## src/rtl/sam_pkg.sv

```systemverilog
// Shared definitions for the SAM stream blocks: arbiter state encoding,
// default datapath width and a constant clog2 helper.
package sam_pkg;

  typedef enum logic {
    ARB_IDLE = 1'b0,
    ARB_XFER = 1'b1
  } arb_state_e;

  localparam int unsigned SAM_DATA_W = 32;

  // Ceiling log2 for elaboration-time sizing; clog2(0) and clog2(1) return 0
  function automatic int unsigned clog2(input int unsigned value);
    int unsigned v;
    int unsigned r;
    v = (value > 1) ? value - 1 : 0;
    r = 0;
    while (v > 0) begin
      r = r + 1;
      v = v >> 1;
    end
    return r;
  endfunction

endpackage

```

## src/rtl/sam_skid_buffer.sv

```systemverilog
// Two-entry skid buffer with registered outputs: a holding register plus one
// overflow slot, giving full throughput and a registered input ready.
module sam_skid_buffer #(
  parameter int unsigned WIDTH = 8
) (
  input  logic             clk,
  input  logic             rst,
  input  logic [WIDTH-1:0] in_data,
  input  logic             in_valid,
  output logic             in_ready,
  output logic [WIDTH-1:0] out_data,
  output logic             out_valid,
  input  logic             out_ready
);

  logic [WIDTH-1:0] skid_q;
  logic             skid_valid_q;
  logic             push;
  logic             load;

  assign in_ready = ~skid_valid_q;
  assign push     = in_valid & in_ready;
  assign load     = ~out_valid | out_ready;

  // Output register refills from the overflow slot first so ordering is kept
  always_ff @(posedge clk) begin
    if (rst) begin
      out_valid    <= 1'b0;
      out_data     <= '0;
      skid_valid_q <= 1'b0;
      skid_q       <= '0;
    end else if (load) begin
      if (skid_valid_q) begin
        out_data     <= skid_q;
        out_valid    <= 1'b1;
        skid_valid_q <= 1'b0;
      end else begin
        out_valid <= push;
        if (push) begin
          out_data <= in_data;
        end
      end
    end else if (push) begin
      skid_q       <= in_data;
      skid_valid_q <= 1'b1;
    end
  end

endmodule

```

## src/rtl/sam_stream_arbiter.sv

```systemverilog
// Packet-granular round-robin arbiter sharing the SAM datapath input among
// NUM_REQ requester streams; each beat is tagged with its source index.
module sam_stream_arbiter
  import sam_pkg::*;
#(
  parameter int unsigned NUM_REQ = 4,
  parameter int unsigned DATA_W  = SAM_DATA_W,
  parameter int unsigned ID_W    = (clog2(NUM_REQ) > 0) ? clog2(NUM_REQ) : 1
) (
  input  logic                      clk,
  input  logic                      rst,
  input  logic [NUM_REQ*DATA_W-1:0] s_data,
  input  logic [NUM_REQ-1:0]        s_valid,
  input  logic [NUM_REQ-1:0]        s_last,
  output logic [NUM_REQ-1:0]        s_ready,
  output logic [DATA_W-1:0]         m_data,
  output logic                      m_valid,
  output logic                      m_last,
  output logic [ID_W-1:0]           m_id,
  input  logic                      m_ready,
  output logic                      busy,
  output logic [31:0]               pkt_cnt
);

  localparam int unsigned PAY_W = DATA_W + 1 + ID_W;

  arb_state_e          state_q, state_d;
  logic [ID_W-1:0]     grant_q, grant_d;
  logic [ID_W-1:0]     rr_ptr_q, rr_ptr_d;
  logic [ID_W-1:0]     pick;
  logic [NUM_REQ-1:0]  req_rot;
  logic                any_req;
  logic                sel_valid;
  logic                sel_last;
  logic [DATA_W-1:0]   sel_data;
  logic                xfer_valid;
  logic                skid_in_ready;
  logic [PAY_W-1:0]    skid_out;

  // Mux the granted requester's beat
  always_comb begin
    sel_valid = 1'b0;
    sel_last  = 1'b0;
    sel_data  = '0;
    for (int unsigned i = 0; i < NUM_REQ; i++) begin
      if (grant_q == ID_W'(i)) begin
        sel_valid = s_valid[i];
        sel_last  = s_last[i];
        sel_data  = s_data[i*DATA_W +: DATA_W];
      end
    end
  end

  // First requesting index at or after rr_ptr, found on a rotated request vector
  always_comb begin : rr_pick
    logic        found;
    int unsigned sum;
    found   = 1'b0;
    sum     = 0;
    pick    = '0;
    any_req = |s_valid;
    req_rot = NUM_REQ'({s_valid, s_valid} >> rr_ptr_q);
    for (int unsigned i = 0; i < NUM_REQ; i++) begin
      if (!found && req_rot[i]) begin
        found = 1'b1;
        sum   = 32'(rr_ptr_q) + i;
        if (sum >= NUM_REQ) begin
          sum = sum - NUM_REQ;
        end
        pick = ID_W'(sum);
      end
    end
  end

  assign xfer_valid = (state_q == ARB_XFER) & sel_valid;

  always_comb begin
    state_d  = state_q;
    grant_d  = grant_q;
    rr_ptr_d = rr_ptr_q;
    s_ready  = '0;
    case (state_q)
      ARB_IDLE: begin
        if (any_req) begin
          grant_d = pick;
          state_d = ARB_XFER;
        end
      end
      ARB_XFER: begin
        for (int unsigned i = 0; i < NUM_REQ; i++) begin
          if (grant_q == ID_W'(i)) begin
            s_ready[i] = skid_in_ready;
          end
        end
        // Finishing requester drops to lowest priority for the next round
        if (xfer_valid && skid_in_ready && sel_last) begin
          state_d  = ARB_IDLE;
          rr_ptr_d = (grant_q == ID_W'(NUM_REQ - 1)) ? '0 : grant_q + 1'b1;
        end
      end
      default: state_d = ARB_IDLE;
    endcase
  end

  always_ff @(posedge clk) begin
    if (rst) begin
      state_q  <= ARB_IDLE;
      grant_q  <= '0;
      rr_ptr_q <= '0;
    end else begin
      state_q  <= state_d;
      grant_q  <= grant_d;
      rr_ptr_q <= rr_ptr_d;
    end
  end

  sam_skid_buffer #(
    .WIDTH(PAY_W)
  ) u_skid (
    .clk      (clk),
    .rst      (rst),
    .in_data  ({sel_last, grant_q, sel_data}),
    .in_valid (xfer_valid),
    .in_ready (skid_in_ready),
    .out_data (skid_out),
    .out_valid(m_valid),
    .out_ready(m_ready)
  );

  assign {m_last, m_id, m_data} = skid_out;
  assign busy = (state_q == ARB_XFER);

  // Packets counted as they leave on the datapath side
  always_ff @(posedge clk) begin
    if (rst) begin
      pkt_cnt <= '0;
    end else if (m_valid && m_ready && m_last) begin
      pkt_cnt <= pkt_cnt + 32'd1;
    end
  end

endmodule

```

## config.mk

```make
export PLATFORM = sky130hd
export DESIGN_NAME = sam_stream_arbiter
export DESIGN_NICKNAME = d
export VERILOG_FILES = /design/src/rtl/sam_pkg.sv /design/src/rtl/sam_skid_buffer.sv /design/src/rtl/sam_stream_arbiter.sv
export SDC_FILE = /design/constraint.sdc
export NUM_CORES = 1
export LEC_CHECK = 0
export BUFFER_PORTS_ARGS = -buffer_cell sky130_fd_sc_hd__buf_4
export CAP_MARGIN = 20
export CORE_UTILIZATION = 40
export CTS_CLUSTER_DIAMETER = 50
export CTS_CLUSTER_SIZE = 28
export DETAILED_ROUTE_END_ITERATION = 10
export PLACE_DENSITY = 0.7
export SYNTH_ARGS = -nofsm -noshare
export SYNTH_HDL_FRONTEND = slang
export SYNTH_SLANG_ARGS = --single-unit
```

## constraint.sdc

```tcl
create_clock -name clk -period 5.3 [get_ports clk]
set_input_delay 1.06 -clock clk [delete_from_list [all_inputs] [get_ports clk]]
set_output_delay 1.06 -clock clk [all_outputs]
set_load 0.01 [all_outputs]
```

---- Yosys cells after proc, flatten, opt, wreduce, memory -nomap -nowiden ----
Index checks and enable logic that the tools add are counted.
W data, S select, Z words.
storage, ports and cells
  input port bits ......................... 139
  word-level logic and storage cells ...... 85
  bits in registers ....................... 109
cells by class
  eq/ne operators ......................... 3
  muxes and demuxes ....................... 35
  $lt $le $gt $ge ......................... 4
  shifts and indexed selects .............. 1
  reductions and logical operators ........ 18
  bitwise operators ....................... 7
  $add $sub $neg .......................... 9
operators with widths
  operator                 number
  $mux W32                 4
  $mux W35                 2
  $add A32 B1 Y32 const B  1
  $mux W1                  18
  $mux W2                  9
  $ge A3 B3 Y1 const B     3
  $reduce_and A2 Y1        4
  $shr A8 B2 Y4            1
  $sub A2 B1 Y2 const B    4
  $logic_and A1 B1 Y1      7
  $add A2 B2 Y3 const B    2
  $eq A2 B2 Y1 const B     2
  $mux W4                  1
  $not A1 Y1               4
  $reduce_or A4 Y1         1
  $add A2 B1 Y3 const B    1
  $ge A2 B3 Y1 const B     1
  $logic_not A1 Y1         3
  $add A2 B1 Y2 const B    1
  $and A1 B1 Y1            2
  $eq A2 B1 Y1 const B     1
  $logic_not A2 Y1         1
  $pmux W1 S2              1
  $reduce_bool A2 Y1       1
  2 further kinds          2

---- Depth between registers and ports, before layout ----
  word-level depth ........................ 11
  depth in mapped cells ................... 8
  depth with buffers taken out ............ 6

---- By module ----
From an unflattened synthesis, not the netlist that was laid out.
unflattened totals
  cells, all modules ...................... 723
  area, all modules ....................... 5784.3 um^2
modules (own cells, without submodules)
  module              instances  cells each  seq. area each (um^2)  area an instance (um^2)
  sam_skid_buffer     1          323         1441.4                 3052.9
  sam_stream_arbiter  1          400         740.7                  2731.4

---- Worst setup path after synthesis ----
No wires, ideal clock.
  kind .................................... register -> output
  from .................................... reg grant_q[0]
  to ...................................... out s_ready[3]
  stages on the path, launching flop included .. 5
  arrival time ............................ 1.339 ns
  path buffers ............................ 2
  required time ........................... 4.240 ns
  setup slack ............................. 2.901 ns
  cells stage by stage .................... dfxtp_1 ha_1 buf_2 buf_1 and2_1
on the way
  longest elaborated chain between the ends .. 3
RTL lines
  element                 line                       RTL
  start, declared         sam_stream_arbiter.sv:28   logic [ID_W-1:0] grant_q, grant_d;
  start signal, assigned  sam_stream_arbiter.sv:112  grant_q <= grant_d;
  $eq A2 B2 Y1            sam_stream_arbiter.sv:91   if (grant_q == ID_W'(i)) begin
  $mux W1                 sam_stream_arbiter.sv:91
  $mux W4                 sam_stream_arbiter.sv:82   case (state_q)
  end, declared           sam_stream_arbiter.sv:15   output logic [NUM_REQ-1:0] s_ready,
Every way passes these cells.

---- Worst setup path in the final report ----
  from .................................... reg grant_q[0]
  to ...................................... reg u_skid.out_data[2]
on the way
  longest elaborated chain between the ends .. 9
RTL lines
  element                       line                      RTL
  $logic_not A2 Y1              sam_stream_arbiter.sv:46  if (grant_q == ID_W'(i)) begin
  $mux W1 (4 in a row)          sam_stream_arbiter.sv:46
  $and A1 B1 Y1                 sam_stream_arbiter.sv:75  assign xfer_valid = (state_q == ARB_XFER) & sel_valid;
  $and A1 B1 Y1                 sam_skid_buffer.sv:22     assign push = in_valid & in_ready;
  $reduce_bool A2 Y1 (no line)  -
  $reduce_and A2 Y1 (no line)   -
  end signal, assigned          sam_skid_buffer.sv:34     out_data <= skid_q;
  end signal, assigned          sam_skid_buffer.sv:40     out_data <= in_data;
  end, declared                 sam_skid_buffer.sv:11     output logic [WIDTH-1:0] out_data,
Parallel ways exist; a longest one is shown, timed or not. The select of a mux whose other input is x is not followed.
A chain may end at the register's enable or synchronous reset.

==> reports/qor.json <==
{
  "worstPathMaxFanout": {"value": 43},
  "grt_util_all_layers": {"value": 0.2330},
  "post-cts-setup-buffer-count": {"value": 0},
  "route.final.wire_length": {"value": 18700, "unit": "um"},
  "cts_resized": {"value": 0},
  "final_hold_viol_count": {"value": 0},
  "tritoncts": {"value": "built"},
  "setup.worst_path.end_class": {"value": "register"},
  "remaining_drc_errors": {"value": 11},
  "synthesized_nets": {"value": 866},
  "placedCellCount": {"value": 1057},
  "max_slew_margin": {"value": 0.3172},
  "worst_hold_path.num_cells": {"value": 2},
  "hold_buffers": {"value": 0},
  "htree_levels": {"value": 3},
  "layout.nets": {"value": 1028},
  "finalCoreUtilization": {"value": 0.5450},
  "setup_viol": {"value": 0},
  "crit_buf_inv": {"value": 0},
  "detail_route.vias_per_cell": {"value": 5.792},
  "post_dp_cell_area": {"value": 0.007679, "unit": "mm2"},
  "synth_flop_cell": {"value": "sky130_fd_sc_hd__dfxtp_1"},
  "antenna_violating_nets_post_route": {"value": 0},
  "fill_cells": {"value": 1370},
  "timing.critical_path.cells": {"value": "ha_2 -> nand3_1 -> a21oi_4 -> a211oi_1 -> a311oi_1"},
  "sum_of_net_half_perimeters_after_detailed_placement": {"value": 12530, "unit": "um"},
  "grt_antenna_before_repair": {"value": 0},
  "synth-edff-count": {"value": 0},
  "violations_in_the_final_reports": {"value": "design-rule violations"},
  "worst_setup_hold_path_clk_slew": {"value": 0.07, "unit": "ns"},
  "max_freq": {"value": 318.4, "unit": "MHz"},
  "ys_ff_latch": {"value": 109},
  "critPathSlowestCell": {"value": "sky130_fd_sc_hd__a21oi_4"},
  "placementRows": {"value": 44},
  "category_of_the_worst_setup_path_launch_point": {"value": "register"},
  "grt_setup_unrepaired": {"value": "no"},
  "power_per_cell_area": {"value": 287.0, "unit": "mW/mm2"},
  "ys.warnings.count": {"value": 0},
  "critical-path-max-stage-delay": {"value": 0.90, "unit": "ns"},
  "totalPowerFinal": {"value": 2.300, "unit": "mW"},
  "status": {"value": "finished, violations left"},
  "place_ws": {"value": 2.204, "unit": "ns"},
  "vdd_ir_drop_max": {"value": 0.1835, "unit": "mV"},
  "clock_sinks": {"value": 109},
  "holdCritPathClass": {"value": "register to register"},
  "maximum_number_of_pins_on_one_net_before_global_route_repair": {"value": 75},
  "initial_core_util": {"value": 0.4151},
  "synthCells": {"value": 722},
  "worst_slack": {"value": 2.159, "unit": "ns"},
  "netlist-cell-type-count": {"value": 57},
  "maxCapViolations": {"value": 0},
  "timing.critical_path.max_delay_family": {"value": "compound AO/OA/AOI/OAI gates"},
  "worst_pin_slew": {"value": 1.022, "unit": "ns"},
  "final_design_area_no_fill": {"value": 0.008011, "unit": "mm2"},
  "arrival": {"value": 3.39, "unit": "ns"},
  "route.vias.total": {"value": 6215},
  "post-synth-top-area-cell": {"value": "sky130_fd_sc_hd__dfxtp_1"},
  "cp.depth": {"value": 5},
  "globalplace.congestion": {"value": 0.7897},
  "detail_route.first_pass.iterations": {"value": 9},
  "area.growth.synth_to_final": {"value": 31.29, "unit": "%"},
  "mostFrequentLayoutCells": {"value": "sky130_fd_sc_hd__buf_4, sky130_fd_sc_hd__dfxtp_1, sky130_fd_sc_hd__nand2_1"},
  "yosys-top-cells-area": {"value": "sky130_fd_sc_hd__dfxtp_1, sky130_fd_sc_hd__nand3_1, sky130_fd_sc_hd__mux2i_1"},
  "placement.io_buffers": {"value": 211},
  "cts_buffers": {"value": 9},
  "synth_async_sr_flop_share": {"value": 0},
  "detail_route.wl_per_cell": {"value": 17.42, "unit": "um"},
  "chipHeight": {"value": 125.5, "unit": "um"},
  "worst-setup-path-type": {"value": "register to register"},
  "root_buffer": {"value": "sky130_fd_sc_hd__clkbuf_16"},
  "synth_area_per_cell": {"value": 8.452, "unit": "um2"},
  "worstRegToRegCells": {"value": 5},
  "finalHoldWorstSlack": {"value": 0.4599, "unit": "ns"},
  "cts_max_path_buffers": {"value": 2},
  "clock_insertion_delay_worst_skew": {"value": 0.35, "unit": "ns"},
  "synth_area": {"value": 0.006102, "unit": "mm2"},
  "num_antenna_cells": {"value": 0},
  "initialDrtViolationCount": {"value": 416},
  "power.leakage": {"value": 3.507, "unit": "nW"},
  "first_global_vias": {"value": 5725},
  "die-area": {"value": 0.01575, "unit": "mm2"},
  "core_area": {"value": 0.01470, "unit": "mm2"},
  "synth_top_area_frac": {"value": 0.3576},
  "period_minus_slack": {"value": 3.141, "unit": "ns"},
  "final_max_slew_viol_count": {"value": 0},
  "post-route-period-util": {"value": 0.5926},
  "worst_ep_required_time": {"value": 5.55, "unit": "ns"},
  "seq_area_frac_synth": {"value": 0.3576},
  "die-width": {"value": 125.5, "unit": "um"},
  "final_cell_count_no_fill": {"value": 1073},
  "ios": {"value": 212},
  "grt_first_pass_wirelength": {"value": 29320, "unit": "um"},
  "layout.cells.most_common": {"value": "sky130_fd_sc_hd__buf_4"},
  "timing.clock.skew": {"value": 0.01198, "unit": "ns"},
  "global_route_overflow": {"value": 0},
  "proportion_of_layout_cells_with_a_drive_suffix_above_1": {"value": 0.2823},
  "tns": {"value": 0, "unit": "ns"}
}
==> flip-flops by register name (all words and copies together), names as in the netlist <==
register             flops
busy                     1
grant_q                  2
pkt_cnt                 32
rr_ptr_q                 2
u_skid.out_data         35
u_skid.out_valid         1
u_skid.skid_q           35
u_skid.skid_valid_q      1
==> worst paths after layout <==
check / start / endpoint / slack [ns]
hold / removal: u_skid.skid_q[4]$_SDFFE_PP0P_ / u_skid.skid_q[4]$_SDFFE_PP0P_ / 0.46
setup reg to reg: grant_q[0]$_SDFFE_PP0P_ / u_skid.out_data[2]$_SDFFE_PP0P_ / 2.16
hold reg to reg: u_skid.skid_q[4]$_SDFFE_PP0P_ / u_skid.skid_q[4]$_SDFFE_PP0P_ / 0.46
setup / recovery: grant_q[0]$_SDFFE_PP0P_ / u_skid.out_data[2]$_SDFFE_PP0P_ / 2.16
==> cell type report <==
class                   instances  area, um2  area share
clock inverters                 6      93.84     0.01171
inverters                      40      150.1     0.01874
clock buffers                  10      239.0     0.02983
repair buffers                216       1622      0.2024
flip-flops and latches        109       2183      0.2725
well taps                     184      230.2     0.02874
multi-input cells             508       3493      0.4360
==> routing by layer <==
layer,up-vias,global-route usage,share of wire
li1,3077,-,-
met1,2905,0.2844,0.43
met2,207,0.4010,0.49
met3,26,0.04407,0.061
met4,0,0.09541,0.021
met5,-,0,0
==> cells in the mapped netlist (2+ instances only) <==
| cell type | instances |
|---|---|
| sky130_fd_sc_hd__a221o_1 | 31 |
| sky130_fd_sc_hd__a2bb2oi_1 | 31 |
| sky130_fd_sc_hd__buf_2 | 23 |
| sky130_fd_sc_hd__a31oi_1 | 2 |
| sky130_fd_sc_hd__and4_1 | 6 |
| sky130_fd_sc_hd__mux2i_1 | 38 |
| sky130_fd_sc_hd__buf_1 | 2 |
| sky130_fd_sc_hd__buf_6 | 3 |
| sky130_fd_sc_hd__o311ai_0 | 3 |
| sky130_fd_sc_hd__dfxtp_1 | 109 |
| sky130_fd_sc_hd__and3_1 | 6 |
| sky130_fd_sc_hd__a211oi_1 | 41 |
| sky130_fd_sc_hd__o21ai_0 | 4 |
| sky130_fd_sc_hd__nor2b_1 | 7 |
| sky130_fd_sc_hd__o31ai_1 | 14 |
| sky130_fd_sc_hd__nand3_1 | 78 |
| sky130_fd_sc_hd__clkbuf_1 | 34 |
| sky130_fd_sc_hd__and2_1 | 7 |
| sky130_fd_sc_hd__xor2_1 | 4 |
| sky130_fd_sc_hd__nand4_1 | 9 |
| sky130_fd_sc_hd__nor4_1 | 2 |
| sky130_fd_sc_hd__a311oi_1 | 32 |
| sky130_fd_sc_hd__nand2_1 | 88 |
| sky130_fd_sc_hd__a21oi_1 | 22 |
| sky130_fd_sc_hd__nor2_1 | 13 |
| sky130_fd_sc_hd__nor3_1 | 3 |
| sky130_fd_sc_hd__a211o_1 | 3 |
| sky130_fd_sc_hd__or4_1 | 17 |
| sky130_fd_sc_hd__buf_4 | 2 |
| sky130_fd_sc_hd__o221ai_1 | 2 |
| sky130_fd_sc_hd__or3_1 | 2 |
| sky130_fd_sc_hd__a21o_1 | 3 |
| sky130_fd_sc_hd__or2_2 | 5 |
| sky130_fd_sc_hd__ha_1 | 5 |
| sky130_fd_sc_hd__nand2b_1 | 3 |
| sky130_fd_sc_hd__o21a_1 | 2 |
| sky130_fd_sc_hd__o211ai_1 | 3 |
| sky130_fd_sc_hd__xnor2_1 | 4 |
| sky130_fd_sc_hd__o41ai_1 | 3 |
| sky130_fd_sc_hd__nand4_2 | 2 |
| sky130_fd_sc_hd__inv_1 | 38 |
==> cells by family (layout without fill, tap and decap cells) <==
kind of cell,count (synthesis),in the layout,synth area share
xor+xnor,8,8,0.01148
compound gates,203,203,0.2694
fa+ha+maj,5,5,0.01025
simple gates,253,253,0.2126
mux,39,39,0.06418
buf+inv,105,272,0.07443
flops,109,109,0.3576
==> power by group <==
group          switching [mW]  total [mW]  internal (mW)
registers              0.0432       0.919          0.876
logic                   0.325       0.629          0.304
clock network           0.320       0.751          0.432
==> tightest hold or removal path, stage by stage (launching register included) <==
cell and delay [ns]:
sky130_fd_sc_hd__dfxtp_1 0.31, sky130_fd_sc_hd__nand2_1 0.05, sky130_fd_sc_hd__mux2i_1 0.05
Note: power is estimated with default switching activity, not from simulation.
